[config.mk]
export PLATFORM = sky130hd
export DESIGN_NAME = dmem_sram_if
export DESIGN_NICKNAME = d
export VERILOG_FILES = /design/src/rtl/dmem_sram_if.sv
export SDC_FILE = /design/constraint.sdc
export NUM_CORES = 1
export LEC_CHECK = 0
export BUFFER_PORTS_ARGS = -buffer_cell sky130_fd_sc_hd__buf_2
export CORE_ASPECT_RATIO = 0.5
export CORE_UTILIZATION = 46
export DETAILED_ROUTE_END_ITERATION = 7
export PLACE_DENSITY = 0.86
export SLEW_MARGIN = 20
export SYNTH_ARGS = -nofsm -noshare
export SYNTH_HDL_FRONTEND = slang
export SYNTH_SLANG_ARGS = --single-unit
[constraint.sdc]
create_clock -name clk -period 1.8 [get_ports clk]
set_input_delay 0.09 -clock clk [delete_from_list [all_inputs] [get_ports clk]]
set_output_delay 0.09 -clock clk [all_outputs]
set_load 0.05 [all_outputs]
[src/rtl/dmem_sram_if.sv]
// Purpose: MEM-stage data access bridge; turns load/store requests into a req/addr_ok/data_ok handshake.
// Latency: best-case load holds the pipeline for 2 cycles (IDLE + ADDR); the result is visible in the data_ok cycle.
// Backpressure: holds the request until addr_ok and raises stall_from_mem until data_ok; one transaction in flight.
module dmem_sram_if #(
    parameter int ADDR_W = 32,
    parameter int DATA_W = 32
) (
    input  logic              clk,
    input  logic              rst,
    input  logic              mem_enM,
    input  logic              mem_wrM,
    input  logic [1:0]        mem_sizeM,
    input  logic [ADDR_W-1:0] mem_addrM,
    input  logic [DATA_W-1:0] mem_wdataM,
    input  logic              flush_exceptM,
    input  logic              stall_otherM,
    output logic              stall_from_mem,
    output logic [DATA_W-1:0] mem_rdataM,
    output logic              data_req,
    output logic              data_wr,
    output logic [1:0]        data_size,
    output logic [ADDR_W-1:0] data_addr,
    output logic [DATA_W-1:0] data_wdata,
    input  logic              data_addr_ok,
    input  logic              data_data_ok,
    input  logic [DATA_W-1:0] data_rdata
);

    typedef enum logic [1:0] {
        IDLE = 2'd0,
        ADDR = 2'd1,
        DATA = 2'd2,
        DONE = 2'd3
    } stateT;

    stateT             state;
    logic              cancel;
    logic              wrReg;
    logic [1:0]        sizeReg;
    logic [ADDR_W-1:0] addrReg;
    logic [DATA_W-1:0] wdataReg;
    logic [DATA_W-1:0] holdReg;

    logic start;
    logic cancelNow;
    logic dataDone;
    logic loadHit;

    // A flushed instruction never starts; a flush in the current cycle already counts as cancelled.
    assign start     = mem_enM & ~flush_exceptM;
    assign cancelNow = cancel | flush_exceptM;
    assign dataDone  = (state == DATA) & data_data_ok;
    assign loadHit   = dataDone & ~cancelNow & ~wrReg;

    // The request fields come straight from the latched copy so they stay stable while waiting for addr_ok.
    assign data_req   = (state == ADDR);
    assign data_wr    = wrReg;
    assign data_size  = sizeReg;
    assign data_addr  = addrReg;
    assign data_wdata = wdataReg;

    // Completing load bypasses the hold register so the result is usable in the cycle the stall drops.
    assign mem_rdataM = loadHit ? data_rdata : holdReg;

    // Stall decode: depends on state, start, flush and data_ok only, never on stall_otherM.
    always_comb begin
        stall_from_mem = 1'b0;
        case (state)
            IDLE: stall_from_mem = start;
            ADDR: stall_from_mem = ~cancelNow | start;
            DATA: begin
                if (data_data_ok) begin
                    stall_from_mem = cancelNow ? start : 1'b0;
                end else begin
                    stall_from_mem = ~cancelNow | start;
                end
            end
            default: stall_from_mem = 1'b0;
        endcase
    end

    // Transaction sequencing, request latching, cancel tracking and load-data capture.
    always_ff @(posedge clk) begin
        if (rst) begin
            state    <= IDLE;
            cancel   <= 1'b0;
            wrReg    <= 1'b0;
            sizeReg  <= 2'd0;
            addrReg  <= '0;
            wdataReg <= '0;
            holdReg  <= '0;
        end else begin
            case (state)
                IDLE: begin
                    if (start) begin
                        wrReg    <= mem_wrM;
                        sizeReg  <= mem_sizeM;
                        addrReg  <= mem_addrM;
                        wdataReg <= mem_wdataM;
                        state    <= ADDR;
                    end
                end
                ADDR: begin
                    // The request is never withdrawn; a flush only marks its result as unwanted.
                    if (flush_exceptM) begin
                        cancel <= 1'b1;
                    end
                    if (data_addr_ok) begin
                        state <= DATA;
                    end
                end
                DATA: begin
                    if (data_data_ok) begin
                        if (cancelNow) begin
                            cancel <= 1'b0;
                            state  <= IDLE;
                        end else begin
                            if (!wrReg) begin
                                holdReg <= data_rdata;
                            end
                            // Park in DONE while another source freezes the pipeline so the access is not reissued.
                            state <= stall_otherM ? DONE : IDLE;
                        end
                    end else if (flush_exceptM) begin
                        cancel <= 1'b1;
                    end
                end
                DONE: begin
                    if (flush_exceptM || !stall_otherM) begin
                        state <= IDLE;
                    end
                end
                default: state <= IDLE;
            endcase
        end
    end

endmodule

==> metrics.md <==
| Metric | Value |
|---|---|
| #FFs+latches synth | `~100` |
| Static Leak | `3.11 nW` |
| Yosys warns | `0` |
| Share of cells above drive strength 1 | `0.372` |
| Synth Instances | `roughly 500` |
| Hold_ws | `between 0.01 and 0.015 ns` |
| Total grt overflow | `0` |
| Clock transition at the registers of the reported paths | `roughly 0.06 ns` |
| Routability cong. | `0.761` |
| Share of power burned in registers | `0.439` |
| Design Area, Final | `0.00709 mm²` |
| Crit path setup slack, layout | `-0.287 ns` |
| Yosys cell types | `22` |
| Layout area overhead | `63.1%` |
| Most numerous cell in the Yosys netlist | `nand2_1` |
| Pin count of the biggest net entering global routing | `between 60 and 70` |
| Core area | `between 0.008 and 0.009 mm²` |
| Post-route ant nets | `0` |
| Startpoint Class | `flip-flop` |
| Comb power frac | `0.221` |
| CTS tree | `yes` |
| # clock sinks | `between 100 and 150` |
| Violations in the final reports | `negative setup slack` |
| Final hold viol count | `0` |
| Top cells by count, synth | `nand2_1, dfxtp_1, a21oi_1` |
| IO Count | `a little over 200` |
| CP max FO | `6` |
| Number of global-route vias before repair | `roughly 5000` |
| Die H | `around 70 µm` |
| Routed wire length | `between 15000 and 20000 µm` |
| Max-capacitance violation count | `0` |
| Net count, final | `just under 900` |
| First-pass GRT wire length | `~25000 µm` |
| Internal | `between 3 and 4 mW` |
| Part of the cycle the worst path needs | `1.16` |
| HPWL Detailed | `just under 8000 µm` |
| Count of flip-flops with a built-in enable after synthesis | `0` |
| WL per Instance | `18.9 µm` |
| Syn Area/Cell | `8.77 µm²` |
| GRT Total Usage | `0.335` |
| Starting DRT DRC Count | `~380` |
| TritonCTS Buffers | `9` |
| Filler Cell Count | `roughly 500` |
| DRC | `0` |
| Final Setup Violations | `32` |
| Most used DFF post-synth | `dfxtp_1` |
| Die Area | `0.00987 mm²` |
| Sw Share | `0.293` |
| Worst Path Required | `~1.7 ns` |
| Final slew viol count | `0` |
| CP arrival | `approximately 2 ns` |
| Fin Clk Skew | `~0.0071 ns` |
| Hold Crit Class | `primary input to flip-flop` |
| Kind of critical path | `flip-flop to output pin` |
| Die W | `140 µm` |
| Root Buffer Master | `clkbuf_16` |
| RSZ-0062 raised after global routing | `true` |
| Max Root-Sink Buffers | `2` |
| Via count | `between 4000 and 5000` |
| Max_slew headroom | `0.670` |
| Drt first pass iters | `5` |
| Pwr dens | `773 mW/mm²` |
| Synthesized cell area | `0.00435 mm²` |
| Initial antenna violation count | `0` |
| Vias per cell | `around 5.5` |
| Synth Net Count | `approximately 600` |
| # rows | `24` |
| Maximum vdd ir drop | `around 0.00055 V` |
| Clock latency on the worst-skew pair | `roughly 0.34 ns` |
| Worst slew pin tran | `approximately 0.5 ns` |
| Fin crit period | `around 2.1 ns` |
| Top cells by area, synth | `dfxtp_1, nand2_1, nand2b_1, mux2_2, a21oi_1` |
| Maximum clock rate | `479 MHz` |
| Psw | `~1.6 mW` |
| Seq/Total Area, Yosys | `0.470` |
| Critical Path Sink Type | `output pin` |
| Post-placement cell area | `roughly 0.0055 mm²` |
| Cell Count, Final, Fillers Out | `between 800 and 900` |
| Placed Instances | `between 700 and 800` |
| Initial Util | `0.486` |
| Run status | `finished, violations left` |
| Port Buf Inserts | `~210` |
| Top cell type's share of synthesized area | `0.470` |
| Largest area contributor in the synthesized netlist | `dfxtp_1` |
| Clock share of power | `0.339` |
| Htree depth | `3` |
| Asr flop ratio synth | `0` |
[repair_timing]
action	in CTS	in global routing
endpoints found under the setup margin	32	53
cloned	3	1
gates resized for setup	117	24
endpoints found under the hold margin	63	0
pin swaps	1	1
hold buffers	63	0
setup buffers	14	4
[placed cells by master, fill, tap and decap left out, drive strengths merged]
master	instances
a2111oi	1
a211oi	1
a21o	1
a21oi	67
a221oi	2
buf	235
bufinv	1
clkbuf	14
clkinv	1
dfxtp	102
diode	1
dlygate4sd3	63
inv	3
mux2	32
mux2i	32
nand2	136
nand2b	66
nor2	3
nor2b	1
nor4	1
nor4b	1
o21ai	6
o311a	1
or4b	1
[power groups by stage]
| stage | Sequential [mW] | Clock, mW | Combinational, mW |
|---|---|---|---|
| after CTS | 2.40 | 1.88 | 1.13 |
| after global placement | 2.44 | 0 | 0.938 |
| final | 2.41 | 1.86 | 1.21 |
| after detailed placement | 2.45 | 0 | 0.952 |
| after global routing | 2.42 | 1.98 | 1.27 |
| after floorplan | 2.72 | 0 | 0.382 |
[through the flow]
step / utilization / total power [mW] / setup slack [ns] / TNS, ns
after floorplan: - / 3.10 / 0.111 / 0
after global placement: 0.617 / 3.38 / 0.118 / 0
after detailed placement: 0.617 / 3.40 / 0.0749 / 0
after CTS: 0.789 / 5.40 / -0.222 / -5.91
after global routing: 0.792 / 5.66 / -0.345 / -10.30
final: 0.793 / 5.48 / -0.287 / -8.27
[critical path: stages, from the launching register on]
cell and delay (ns):
dfxtp_2 0.34, nand2b_4 0.16, nor4_4 0.21, buf_4 0.17, buf_12 0.14, clkbuf_16 0.16, mux2_4 0.32, buf_8 0.15
[worst paths after layout]
path / start / end / slack, ns / cells after the start
min: mem_addrM[17] / data_addr[17] / 0.01 / 3
max: state[0] / mem_rdataM[12] / -0.29 / 7
min reg2reg: data_addr[10] / data_addr[10] / 0.45 / 2
max reg2reg: state[0] / data_wdata[20] / 0.05 / 6
[flip-flops by register name, indices dropped and copies added, names as in the netlist]
| signal | flops |
|---|---|
| data_wr | 1 |
| data_addr | 32 |
| cancel | 1 |
| data_wdata | 32 |
| state | 2 |
| data_size | 2 |
| holdReg | 32 |
[area by class of cell]
type / count / area (µm²) / area share
antenna: 1 / 2.50 / 0.000353
clock buffer: 12 / 236 / 0.0333
clock inverter: 2 / 35.0 / 0.00494
inverter: 3 / 11.3 / 0.00159
multi-input combinational: 352 / 2230 / 0.315
sequential: 102 / 2050 / 0.289
tap: 117 / 146 / 0.0206
timing repair buffer: 300 / 2380 / 0.336
[kinds of logic after synthesis]
logic type,count (synthesis),synth area share
AND/OR/NAND/NOR,209,0.224
buffers and inverters,42,0.0547
AO/OA/AOI/OAI,79,0.0958
flip-flops,102,0.470
multiplexers,64,0.157
[layer usage]
| layer | share of wire | wire length (µm) | track usage |
|---|---|---|---|
| met1 | 0.36 | 5990 | 0.328 |
| met2 | 0.52 | 8650 | 0.624 |
| met3 | 0.061 | 1020 | 0.0799 |
| met4 | 0.066 | 1100 | 0.273 |
| met5 | 0 | 0 | 0 |
Note: power is estimated with default switching activity, not from simulation.
